==> config.mk <==
export PLATFORM = sky130hd
export DESIGN_NAME = revaluate_stream_flat
export DESIGN_NICKNAME = d
export VERILOG_FILES = /design/src/rtl/revaluate_stream_if.sv /design/src/rtl/revaluate_stream.sv /design/src/flat_wrapper.sv
export SDC_FILE = /design/constraint.sdc
export NUM_CORES = 1
export LEC_CHECK = 0
export BUFFER_PORTS_ARGS = -buffer_cell sky130_fd_sc_hd__buf_2
export CORE_UTILIZATION = 53
export CTS_BUF_LIST = sky130_fd_sc_hd__clkbuf_4 sky130_fd_sc_hd__clkbuf_8 sky130_fd_sc_hd__clkbuf_16
export CTS_CLUSTER_DIAMETER = 50
export CTS_CLUSTER_SIZE = 24
export DETAILED_ROUTE_END_ITERATION = 8
export GPL_TIMING_DRIVEN = 0
export PLACE_DENSITY = 0.77
export SLEW_MARGIN = 30
export SYNTH_ARGS = -nofsm -noshare
export SYNTH_HDL_FRONTEND = slang
export SYNTH_SLANG_ARGS = --single-unit
==> constraint.sdc <==
create_clock -name clk -period 3.07 [get_ports clk]
set_clock_uncertainty 0.1 [all_clocks]
set_input_delay 0.614 -clock clk [delete_from_list [all_inputs] [get_ports clk]]
set_output_delay 0.614 -clock clk [all_outputs]
set_load 0.02 [all_outputs]
==> src/rtl/revaluate_stream_if.sv <==
// Slice stream interface for the Keccak chi (revaluate) stage.
// Carries the permuted-slice input handshake and the chi-result output
// handshake (with slice index) between pi, chi and the iota stage.
//   in_slice    : permuted 25-bit slice, bit index 5*y+x
//   in_valid    : in_slice valid
//   in_ready    : chi stage accepts in_slice
//   out_slice   : chi result, same bit layout
//   out_valid   : out_slice/slice_index valid
//   out_ready   : downstream accepts the result
//   slice_index : z index of out_slice
// Modports: master = environment/upstream+downstream side, slave = chi stage.
interface revaluate_stream_if #(
  parameter int unsigned IDX_W = 6
) ();
  logic [24:0]      in_slice;
  logic             in_valid;
  logic             in_ready;
  logic [24:0]      out_slice;
  logic             out_valid;
  logic             out_ready;
  logic [IDX_W-1:0] slice_index;

  modport master (
    output in_slice, in_valid, out_ready,
    input  in_ready, out_slice, out_valid, slice_index
  );

  modport slave (
    input  in_slice, in_valid, out_ready,
    output in_ready, out_slice, out_valid, slice_index
  );
endinterface

==> src/rtl/revaluate_stream.sv <==
// Keccak-f[1600] chi (revaluate) stage, slice-serial.
// Accepts the 64 permuted 25-bit slices of one state, applies chi row-wise
// inside each slice and emits each result tagged with its slice index.
// A start/finish controller frames one full state per run.
// Ports:
//   clk    : rising-edge clock
//   rst    : asynchronous active-low reset
//   start  : one-cycle request to process a state (honoured only in IDLE)
//   busy   : controller is in RUN
//   finish : one-cycle pulse after the last slice has left
//   strm   : slice stream interface (slave modport)
// Build option REVALUATE_SKID_EN: 2-entry output buffer with a registered
// in_ready (no out_ready -> in_ready combinational path). Without it a single
// output register is used and in_ready depends combinationally on out_ready.
module revaluate_stream #(
  parameter int unsigned SLICES = 64,
  parameter int unsigned IDX_W  = 6
) (
  input  logic                clk,
  input  logic                rst,
  input  logic                start,
  output logic                busy,
  output logic                finish,
  revaluate_stream_if.slave   strm
);

  typedef enum logic [1:0] {
    IDLE,
    RUN,
    DONE
  } state_t;

  localparam logic [IDX_W:0] CNT_FULL = (IDX_W+1)'(SLICES);
  localparam logic [IDX_W:0] CNT_LAST = (IDX_W+1)'(SLICES - 1);
  localparam logic [IDX_W:0] CNT_ONE  = (IDX_W+1)'(1);

  state_t         state_q;
  logic [IDX_W:0] in_cnt_q;
  logic [IDX_W:0] in_cnt_d;
  logic [IDX_W:0] out_cnt_q;
  logic           busy_q;
  logic           finish_q;

  logic           in_fire;
  logic           out_fire;
  logic           last_out;
  logic [24:0]    chi_res;

  // chi within each 5-bit row; x indices wrap inside the row only
  function automatic logic [24:0] chi(input logic [24:0] a);
    logic [24:0] r;
    r = '0;
    for (int unsigned y = 0; y < 5; y++) begin
      for (int unsigned x = 0; x < 5; x++) begin
        r[5*y+x] = a[5*y+x] ^ (~a[5*y+((x+1)%5)] & a[5*y+((x+2)%5)]);
      end
    end
    return r;
  endfunction

  assign chi_res  = chi(strm.in_slice);
  assign in_fire  = strm.in_valid & strm.in_ready;
  assign out_fire = strm.out_valid & strm.out_ready;
  assign last_out = out_fire && (out_cnt_q == CNT_LAST);

  always_comb begin
    in_cnt_d = in_cnt_q;
    if (state_q == IDLE && start) begin
      in_cnt_d = '0;
    end else if (in_fire) begin
      in_cnt_d = in_cnt_q + CNT_ONE;
    end
  end

  // Controller: single registered FSM with registered busy/finish
  always_ff @(posedge clk or negedge rst) begin
    if (!rst) begin
      state_q   <= IDLE;
      in_cnt_q  <= '0;
      out_cnt_q <= '0;
      busy_q    <= 1'b0;
      finish_q  <= 1'b0;
    end else begin
      in_cnt_q <= in_cnt_d;
      case (state_q)
        IDLE: begin
          finish_q <= 1'b0;
          if (start) begin
            state_q   <= RUN;
            busy_q    <= 1'b1;
            out_cnt_q <= '0;
          end
        end
        RUN: begin
          if (out_fire) begin
            out_cnt_q <= out_cnt_q + CNT_ONE;
          end
          if (last_out) begin
            state_q  <= DONE;
            busy_q   <= 1'b0;
            finish_q <= 1'b1;
          end
        end
        DONE: begin
          state_q  <= IDLE;
          finish_q <= 1'b0;
        end
        default: begin
          state_q  <= IDLE;
          busy_q   <= 1'b0;
          finish_q <= 1'b0;
        end
      endcase
    end
  end

  assign busy   = busy_q;
  assign finish = finish_q;

`ifdef REVALUATE_SKID_EN
  logic [1:0]       occ_q;
  logic [1:0]       occ_d;
  logic [24:0]      d0_q;
  logic [24:0]      d1_q;
  logic [IDX_W-1:0] t0_q;
  logic [IDX_W-1:0] t1_q;
  logic             in_ready_q;
  logic             in_ready_d;
  logic             run_d;

  // in_ready is precomputed from the post-edge occupancy, counter and state
  // so the upstream side never sees out_ready combinationally.
  always_comb begin
    occ_d = occ_q;
    if (in_fire && !out_fire) begin
      occ_d = occ_q + 2'd1;
    end else if (!in_fire && out_fire) begin
      occ_d = occ_q - 2'd1;
    end
    run_d      = (state_q == IDLE && start) || (state_q == RUN && !last_out);
    in_ready_d = run_d && (in_cnt_d < CNT_FULL) && (occ_d < 2'd2);
  end

  // d0 is always the head (visible) entry; d1 holds the second entry
  always_ff @(posedge clk or negedge rst) begin
    if (!rst) begin
      occ_q      <= '0;
      d0_q       <= '0;
      d1_q       <= '0;
      t0_q       <= '0;
      t1_q       <= '0;
      in_ready_q <= 1'b0;
    end else begin
      occ_q      <= occ_d;
      in_ready_q <= in_ready_d;
      case ({in_fire, out_fire})
        2'b10: begin
          if (occ_q == 2'd0) begin
            d0_q <= chi_res;
            t0_q <= in_cnt_q[IDX_W-1:0];
          end else begin
            d1_q <= chi_res;
            t1_q <= in_cnt_q[IDX_W-1:0];
          end
        end
        2'b01: begin
          d0_q <= d1_q;
          t0_q <= t1_q;
        end
        2'b11: begin
          if (occ_q == 2'd1) begin
            d0_q <= chi_res;
            t0_q <= in_cnt_q[IDX_W-1:0];
          end else begin
            d0_q <= d1_q;
            t0_q <= t1_q;
            d1_q <= chi_res;
            t1_q <= in_cnt_q[IDX_W-1:0];
          end
        end
        default: begin
        end
      endcase
    end
  end

  assign strm.in_ready    = in_ready_q;
  assign strm.out_valid   = (occ_q != 2'd0);
  assign strm.out_slice   = d0_q;
  assign strm.slice_index = t0_q;
`else
  logic             ov_q;
  logic [24:0]      os_q;
  logic [IDX_W-1:0] oi_q;

  assign strm.in_ready = (state_q == RUN) && (in_cnt_q < CNT_FULL) &&
                         (!ov_q || strm.out_ready);

  always_ff @(posedge clk or negedge rst) begin
    if (!rst) begin
      ov_q <= 1'b0;
      os_q <= '0;
      oi_q <= '0;
    end else begin
      if (in_fire) begin
        ov_q <= 1'b1;
        os_q <= chi_res;
        oi_q <= in_cnt_q[IDX_W-1:0];
      end else if (out_fire) begin
        ov_q <= 1'b0;
      end
    end
  end

  assign strm.out_valid   = ov_q;
  assign strm.out_slice   = os_q;
  assign strm.slice_index = oi_q;
`endif

endmodule

==> src/flat_wrapper.sv <==
// flat-port wrapper written by rule: the top's interface ports become plain ports
module revaluate_stream_flat 
#(
  parameter int unsigned SLICES = 64,
  parameter int unsigned IDX_W  = 6
)
  (clk, rst, start, busy, finish, strm_in_slice, strm_in_valid, strm_out_ready, strm_in_ready, strm_out_slice, strm_out_valid, strm_slice_index);
  revaluate_stream_if #(.IDX_W(IDX_W)) strm_i ();
  input  logic clk;
  input  logic rst;
  input  logic start;
  output logic busy;
  output logic finish;
  input wire logic [$bits(strm_i.in_slice)-1:0] strm_in_slice;
  input wire logic [$bits(strm_i.in_valid)-1:0] strm_in_valid;
  input wire logic [$bits(strm_i.out_ready)-1:0] strm_out_ready;
  output wire logic [$bits(strm_i.in_ready)-1:0] strm_in_ready;
  output wire logic [$bits(strm_i.out_slice)-1:0] strm_out_slice;
  output wire logic [$bits(strm_i.out_valid)-1:0] strm_out_valid;
  output wire logic [$bits(strm_i.slice_index)-1:0] strm_slice_index;
  assign strm_i.in_slice = strm_in_slice;
  assign strm_i.in_valid = strm_in_valid;
  assign strm_i.out_ready = strm_out_ready;
  assign strm_in_ready = strm_i.in_ready;
  assign strm_out_slice = strm_i.out_slice;
  assign strm_out_valid = strm_i.out_valid;
  assign strm_slice_index = strm_i.slice_index;
  revaluate_stream #(.SLICES(SLICES), .IDX_W(IDX_W)) u_core (.clk(clk), .rst(rst), .start(start), .busy(busy), .finish(finish), .strm(strm_i));
endmodule
[Yosys cells after proc, flatten, opt, wreduce, memory -nomap -nowiden]
Cells that the tools add are included.
Word-level totals
  flip-flop bits (word level): 50
  bits of input ports: 30
  output and inout bits: 35
  word-level logic and storage cells: 123
Cells by class
  $add $sub $neg: 2
  order comparisons: 1
  eq/ne operators: 6
  muxes and demuxes: 15
  bitwise gates (word level): 78
  reduce and logical (&&, ||, !) cells: 13
Operator list (number)
  two-way mux 7 bit: 4
  bitwise AND 1 bit: 27
  NOT 1 bit: 26
  XOR 1 bit: 25
  adder 7 x 1 -> 7 bit, second input constant: 2
  one-hot mux 7 bit (2 select lines): 1
  equality test 7 x 6 -> 1 bit, second input constant: 1
  < comparator 7 bit, second input constant: 1
  two-way mux 1 bit: 6
  AND reduction 3 bit: 2
  nonzero test 2 bit: 3
  logical AND 1 bit: 4
  two-way mux 2 bit: 2
  != test 2 x 1 -> 1 bit, second input constant: 2
  one-hot mux 2 bit (2 select lines): 1
  one-hot mux 1 bit (3 select lines): 1
  equality test 2 x 1 -> 1 bit, second input constant: 1
  equality test 2 bit, second input constant: 1
  zero test 2 bit: 1
  != test 2 bit, second input constant: 1
  AND reduction 2 bit: 1
  zero test 1 bit: 1
  logical OR 1 bit: 1

[Logic depth before layout (Yosys ltp)]
Gate-level depths: netlist of the first run.
  depth after elaboration: 6
  gate-level depth with buffers: 6
  mapped depth without buffers: 4

[Worst setup path after synthesis of the first run]
No wires, ideal clock.
  path type: input to output
  start: input port strm_out_ready
  end: output port strm_in_ready
  arrival: 1.147 ns
  data required time: 2.356 ns
  slack: 1.209 ns
  cell stages on the path: 2
  buffers on the path: 0
  path through: nor2b_1 > nor3_1
Between the ends
  word-level cells in the longest chain between the ends: 2
Ends and longest elaborated chain
  start: declaration: line flat_wrapper.sv:16  | input wire logic [$bits(strm_i.out_ready)-1:0] strm_out_ready;
  logical OR 1 bit: line revaluate_stream.sv:197  | (!ov_q || strm.out_ready);
  logical AND 1 bit: line revaluate_stream.sv:196  | assign strm.in_ready = (state_q == RUN) && (in_cnt_q < CNT_FULL) &&
  end: declaration: line flat_wrapper.sv:17  | output wire logic [$bits(strm_i.in_ready)-1:0] strm_in_ready;
Every way passes these cells.

[Worst setup path after layout of the first run]
  start: register u_core.state_q[1]
  end: output port strm_in_ready
Between the ends
  word-level cells in the longest chain between the ends: 3
Ends and longest elaborated chain
  start: declaration: line revaluate_stream.sv:37  | state_t state_q;
  start signal: assignment: line revaluate_stream.sv:78  | state_q <= IDLE;
  start signal: assignment: line revaluate_stream.sv:89  | state_q <= RUN;
  start signal: assignment: line revaluate_stream.sv:99  | state_q <= DONE;
  equality test 2 x 1 -> 1 bit: line revaluate_stream.sv:196
  logical AND 1 bit (2 in a row): line revaluate_stream.sv:196
Every way passes these cells.

==> results of run 1 <==
## cell usage after synthesis (all sizes together)
cell type  count  area (µm²)
nor2           9        41.3
nor3b          1        12.5
nor3           5        30.0
nand2         54         203
dfrtp         50        1250
o311ai         1        8.76
o21ai         29         145
a21oi          1        5.00
or2            2        12.5
o21ba          1        10.0
nand3          3        15.0
nand4bb        1        27.5
nand2b         4        35.0
a22o           1        8.76
clkbuf         3        11.3
a211o          1        8.76
and4b          1        10.0
inv            3        11.3
xor2           3        26.3
buf            4        38.8
nor2b         26         163
nand4          4        25.0
xnor2         28         245
mux2i          3        30.0
ha             2        25.0
and3           3        18.8
## worst max-delay path: cells and delay by family (launching register included)
| kind | cells | cell delay [ns] |
|---|---|---|
| and+or+nand+nor | 2 | 0.39 |
| DFF | 1 | 0.43 |
| buffers and inverters | 1 | 0.19 |
## cell type report
class,instances,area share
sequential,50,0.433
multi-input combinational,183,0.383
timing repair buffer,64,0.112
clock buffer,7,0.0290
tap,52,0.0225
buffer,7,0.0173
inverter,3,0.00390
## layer usage
metal  GRT usage  up-vias  wire length, µm
li1            -      936                -
met1       0.281      844             2120
met2       0.328       43             2140
met3      0.0552        6              231
met4      0.0612        0               49
met5           0        -                0
## sequential cells by signal, indices dropped and copies added, names as in the netlist
signal,count
u_core.state_q,2
u_core.strm.out_valid,1
u_core.in_cnt_q,7
u_core.busy,1
u_core.strm.slice_index,6
u_core.finish,1
u_core.strm.out_slice,25
u_core.out_cnt_q,7
## power by group
group | switching (mW) | internal (mW)
Sequential | 0.143 | 0.850
Clock | 0.201 | 0.175
Combinational | 0.416 | 0.276
Total | 0.760 | 1.30
## how the worst min path moves through the flow
| stage | from | to | slack, ns |
|---|---|---|---|
| after global routing | rst | u_core.busy$_DFFE_PN0P_ | 0.28 |
| after floorplan | rst | u_core.busy$_DFFE_PN0P_ | 0.22 |
| final | rst | u_core.busy$_DFFE_PN0P_ | 0.23 |
| after CTS | rst | u_core.state_q[0]$_DFFE_PN0P_ | 0.25 |
| after global placement | u_core.strm.slice_index[4]$_DFFE_PN0P_ | u_core.strm.slice_index[4]$_DFFE_PN0P_ | 0.36 |
| after detailed placement | u_core.strm.slice_index[2]$_DFFE_PN0P_ | u_core.strm.slice_index[2]$_DFFE_PN0P_ | 0.36 |
## stage by stage
step                power (mW)  setup WS (ns)   util
floorplan                 1.45           1.21      -
global placement          1.68           1.08  0.640
detailed placement        1.70           1.09  0.640
CTS                       2.08           1.03  0.659
global route              2.21          0.947  0.659
finish                    2.06           1.04  0.659
## cells by family (layout without fill, tap and decap cells)
| kind of cell | after synthesis | after routing | share of synthesized area |
|---|---|---|---|
| xor gates and xnor gates | 31 | 31 | 0.112 |
| adders and majority gates | 2 | 2 | 0.0103 |
| buffers and inverters | 10 | 81 | 0.0253 |
| AOI/OAI and AO/OA | 34 | 34 | 0.0771 |
| and+or+nand+nor | 113 | 113 | 0.245 |
| muxes | 3 | 3 | 0.0124 |
| DFF | 50 | 50 | 0.517 |
==> metrics, run 1 <==
outcome complete, no violations; reg2reg path depth 3; Placer Congestion 0.726; PortBufs 64; worst path cell trace nand2b_2, nor3_1, buf_2; # setup viols final 0; clock period minus worst slack 2.03 ns; CTS root buf clkbuf_8; Avg WL per Cell 12.4 µm; layout cell share with drive strength beyond 1 0.268; Worst Hold Class in -> async; P&R area growth vs syn 19.5%; Reg2Reg Setup Slack 1.37 ns; core region area 4380 µm²; htree depth 2; worst setup path endpoint strm_in_ready; Syn Inst Count 243; net count after synthesis 275; Worst Setup Start Kind flip-flop; Post-CTS Hold Buffers 0; sequential fraction of the synthesis area 0.517; Clock Latency Late Sink 0.30 ns; synth unique cells 32; Post-CTS Setup Inserts 0; DRT Pass-1 Iters 4; Leakage Power 1.40 nW; initial drt markers 77; data required time at the worst endpoint 2.36 ns; Die W 69.6 µm; placed insts 359; post-route cell area 2890 µm²; WP data arrival 1.31 ns; largest net degree at the start of global routing 51; Worst-Margin Slew 0.618 ns; initial antenna violation count 0; Hold Worst Slack 0.229 ns; Clock transition at path regs 0.08 ns; launch point of the worst path u_core.state_q[1]$_DFFE_PN0P_; final hold vios 0; Ant. Diodes 0; Post-Route WL 4540 µm; CP peak stage delay 0.43 ns; Inserted Clock Buffers 5; commonest non-fill, non-tap cell in the layout buf_2; Starting Density 0.552; DRC 0; GR Overflow Total 0; final std cells w/o fill 366; hpwl dp 3380 µm; post-layout net count 346; Setup TNS 0 ns; Max Buffers Root-to-Sink 2; DP Area 2810 µm²; Cell Area, Synth 2420 µm²; Post-DRT Antenna Nets 0; first-pass GRT wire length 7950 µm; vias in the first global route 1,718; Die Footprint 4840 µm²; fmax 493 MHz; Reg-to-Reg End u_core.out_cnt_q[6]$_DFFE_PN0P_; vias per inst 5.00; All-Layer GR Usage 0.207; Ys Warns 0; commonest non-fill, non-tap cells in the layout buf_2, nand2_1, dfrtp_1, xnor2_1, nor2b_1; routed vias 1,829; Worst VDD drop 0.353 mV; CTS-repair resized insts 0; Top-Level Pins 65; max_cap viols 0; fillers 382; Max Transition Viols Final 0; area of the multi-input gates 1110 µm²; WS Path Type reg -> out; RSZ-0062 raised after global routing no; synthesized area per cell 9.95 µm²; Synth Register Bits 50; origin of the critical flop-to-flop path u_core.state_q[0]$_DFFE_PN0P_; Crit-path slowest cell dfrtp_1; row cnt 24; Die Ht 69.6 µm; crit share post-route 0.661; Worst Setup End Kind primary output; pwr/cell area 713 nW/µm²; relative slew slack 0.588; register area 1250 µm²; clk sinks 50; critical-path maximum fanout 6; CTS tree done
No activity file was read; power rests on OpenSTA's default activity.
==> run 2: changes to the inputs <==
--- a/config.mk
+++ b/config.mk
@@ -6,13 +6,13 @@
 export NUM_CORES = 1
 export LEC_CHECK = 0
 export BUFFER_PORTS_ARGS = -buffer_cell sky130_fd_sc_hd__buf_2
-export CORE_UTILIZATION = 53
+export CORE_UTILIZATION = 47
 export CTS_BUF_LIST = sky130_fd_sc_hd__clkbuf_4 sky130_fd_sc_hd__clkbuf_8 sky130_fd_sc_hd__clkbuf_16
 export CTS_CLUSTER_DIAMETER = 50
 export CTS_CLUSTER_SIZE = 24
 export DETAILED_ROUTE_END_ITERATION = 8
 export GPL_TIMING_DRIVEN = 0
-export PLACE_DENSITY = 0.77
+export PLACE_DENSITY = 0.72
 export SLEW_MARGIN = 30
 export SYNTH_ARGS = -nofsm -noshare
 export SYNTH_HDL_FRONTEND = slang
==> constraint.sdc (replaced) <==
create_clock -name clk -period 1.7 [get_ports clk]
set_clock_uncertainty 0.1 [all_clocks]
set_input_delay 0.34 -clock clk [delete_from_list [all_inputs] [get_ports clk]]
set_output_delay 0.34 -clock clk [all_outputs]
set_load 0.02 [all_outputs]
==> run 2 against run 1 <==
Sequential share of layout area fell by 2.2 points. Utilization fell by 3.0 points. Register-to-register slack got worse by 1.3 ns. Power rose by 98%. Final cell count rose by 6.3%. Critical endpoint unchanged. Sequential power rose by 80%. Die area rose by 12%. Sequential cell count did not move. Worst hold slack improved by 0.0078 ns. Non-clock buffer count rose by 7.
==> metrics, run 2 (synthesized netlist as in run 1, its figures left out) <==
register area 1250 µm²; Clock Latency Late Sink 0.30 ns; Die Footprint 5440 µm²; routed vias 1,893; commonest non-fill, non-tap cells in the layout buf_2, nand2_1, dfrtp_1, xnor2_1, nor2b_1; Worst Setup Start Kind flip-flop; outcome complete, no violations; clk sinks 50; final hold vios 0; max_cap viols 0; vias in the first global route 1,683; clock period minus worst slack 1.66 ns; commonest non-fill, non-tap cell in the layout buf_2; vias per inst 4.87; first-pass GRT wire length 7520 µm; final core utilization 0.630; Leakage Power 1.48 nW; Crit-path slowest cell dfrtp_2; All-Layer GR Usage 0.176; DRT Pass-1 Iters 4; pwr/cell area 1330 nW/µm²; Inserted Clock Buffers 5; layout cell share with drive strength beyond 1 0.307; final worst slack 0.0358 ns; GR Overflow Total 0; fillers 395; Die W 73.7 µm; CTS root buf clkbuf_8; row cnt 25; Starting Density 0.499; Worst Setup End Kind primary output; crit share post-route 0.979; initial antenna violation count 0; Max Transition Viols Final 0; worst path cell trace nand2b_4, nor3_2, buf_4; pre-CTS WS 0.00546 ns; max reg flops 25; post-layout net count 353; Worst-Margin Slew 0.619 ns; # setup viols final 0; Top-Level Pins 65; fmax 601 MHz; data required time at the worst endpoint 1.26 ns; area of the multi-input gates 1130 µm²; core region area 4850 µm²; WP data arrival 1.22 ns; Worst Hold Class in -> reg; Ant. Diodes 0; CTS tree done; Post-DRT Antenna Nets 0; hpwl dp 3280 µm; htree depth 2; relative slew slack 0.587; Placer Congestion 0.736; Worst VDD drop 0.597 mV; largest net degree at the start of global routing 51; Post-Route WL 4600 µm; Avg WL per Cell 11.8 µm; P&R area growth vs syn 26.2%; Clock transition at path regs 0.09 ns; PortBufs 64; initial drt markers 77; CP peak stage delay 0.43 ns; Max Buffers Root-to-Sink 2; Design Power 4.07 mW; DRC 0; WS Path Type reg -> out; critical-path maximum fanout 4; Die Ht 73.7 µm
run 2: power breakdown:
| group | internal [mW] | switching, mW | total, mW |
|---|---|---|---|
| Sequential | 1.54 | 0.257 | 1.79 |
| Combinational | 0.521 | 0.752 | 1.27 |
| Clock | 0.627 | 0.381 | 1.01 |
| Total | 2.68 | 1.39 | 4.07 |
run 2: worst paths after layout:
check / startpoint / to / slack, ns / cells past startpoint
max: u_core.state_q[1]$_DFFE_PN0P_ / strm_in_ready / 0.04 / 3
min: strm_in_slice[9] / u_core.strm.out_slice[9]$_DFFE_PN0P_ / 0.24 / 3
max reg2reg: u_core.state_q[1]$_DFFE_PN0P_ / u_core.strm.out_slice[21]$_DFFE_PN0P_ / 0.09 / 7
min reg2reg: u_core.strm.slice_index[2]$_DFFE_PN0P_ / u_core.strm.slice_index[2]$_DFFE_PN0P_ / 0.37 / 2
max in group asynchronous: rst / u_core.state_q[1]$_DFFE_PN0P_ / 0.56 / 2
min in group asynchronous: rst / u_core.state_q[0]$_DFFE_PN0P_ / 0.49 / 2
run 2: area by class of cell:
type                       instances  share of cell area
multi-input combinational        183               0.369
inverter                           3             0.00369
timing repair buffer              71               0.125
clock inverter                     2              0.0197
clock buffer                       6              0.0270
tap                               67              0.0275
sequential                        50               0.411
buffer                             7              0.0176
run 2: what timing repair did:
action | in CTS | in global routing
endpoints found under the hold margin | 50 | 0
endpoints found under the setup margin | 2 | 28
resized for setup | 4 | 11
setup buffers | 2 | 4
pin swaps | 0 | 1
hold buffers | 1 | 0
run 2: metrics by stage:
step	hold slack, ns	instances	area, µm²	TNS, ns
after floorplan	-0.0556	243	2420	0
after global placement	0.355	374	2820	0
after detailed placement	0.300	374	2830	0
after CTS	0.231	385	3010	0
after global routing	0.241	389	3050	-0.0156
final	0.237	389	3050	0
run 2: layer usage:
metal | GRT usage | up-vias | part of all wire
met4 | 0.0342 | 0 | 0.0091
li1 | - | 953 | -
met2 | 0.293 | 39 | 0.48
met3 | 0.0302 | 5 | 0.028
met5 | 0 | - | 0
met1 | 0.244 | 896 | 0.48
run 2: critical path: cells and delay by family (launching register included):
family                 cells  cell delay, ns
DFF                        1            0.43
buffers and inverters      1            0.17
and+or+nand+nor            2            0.33
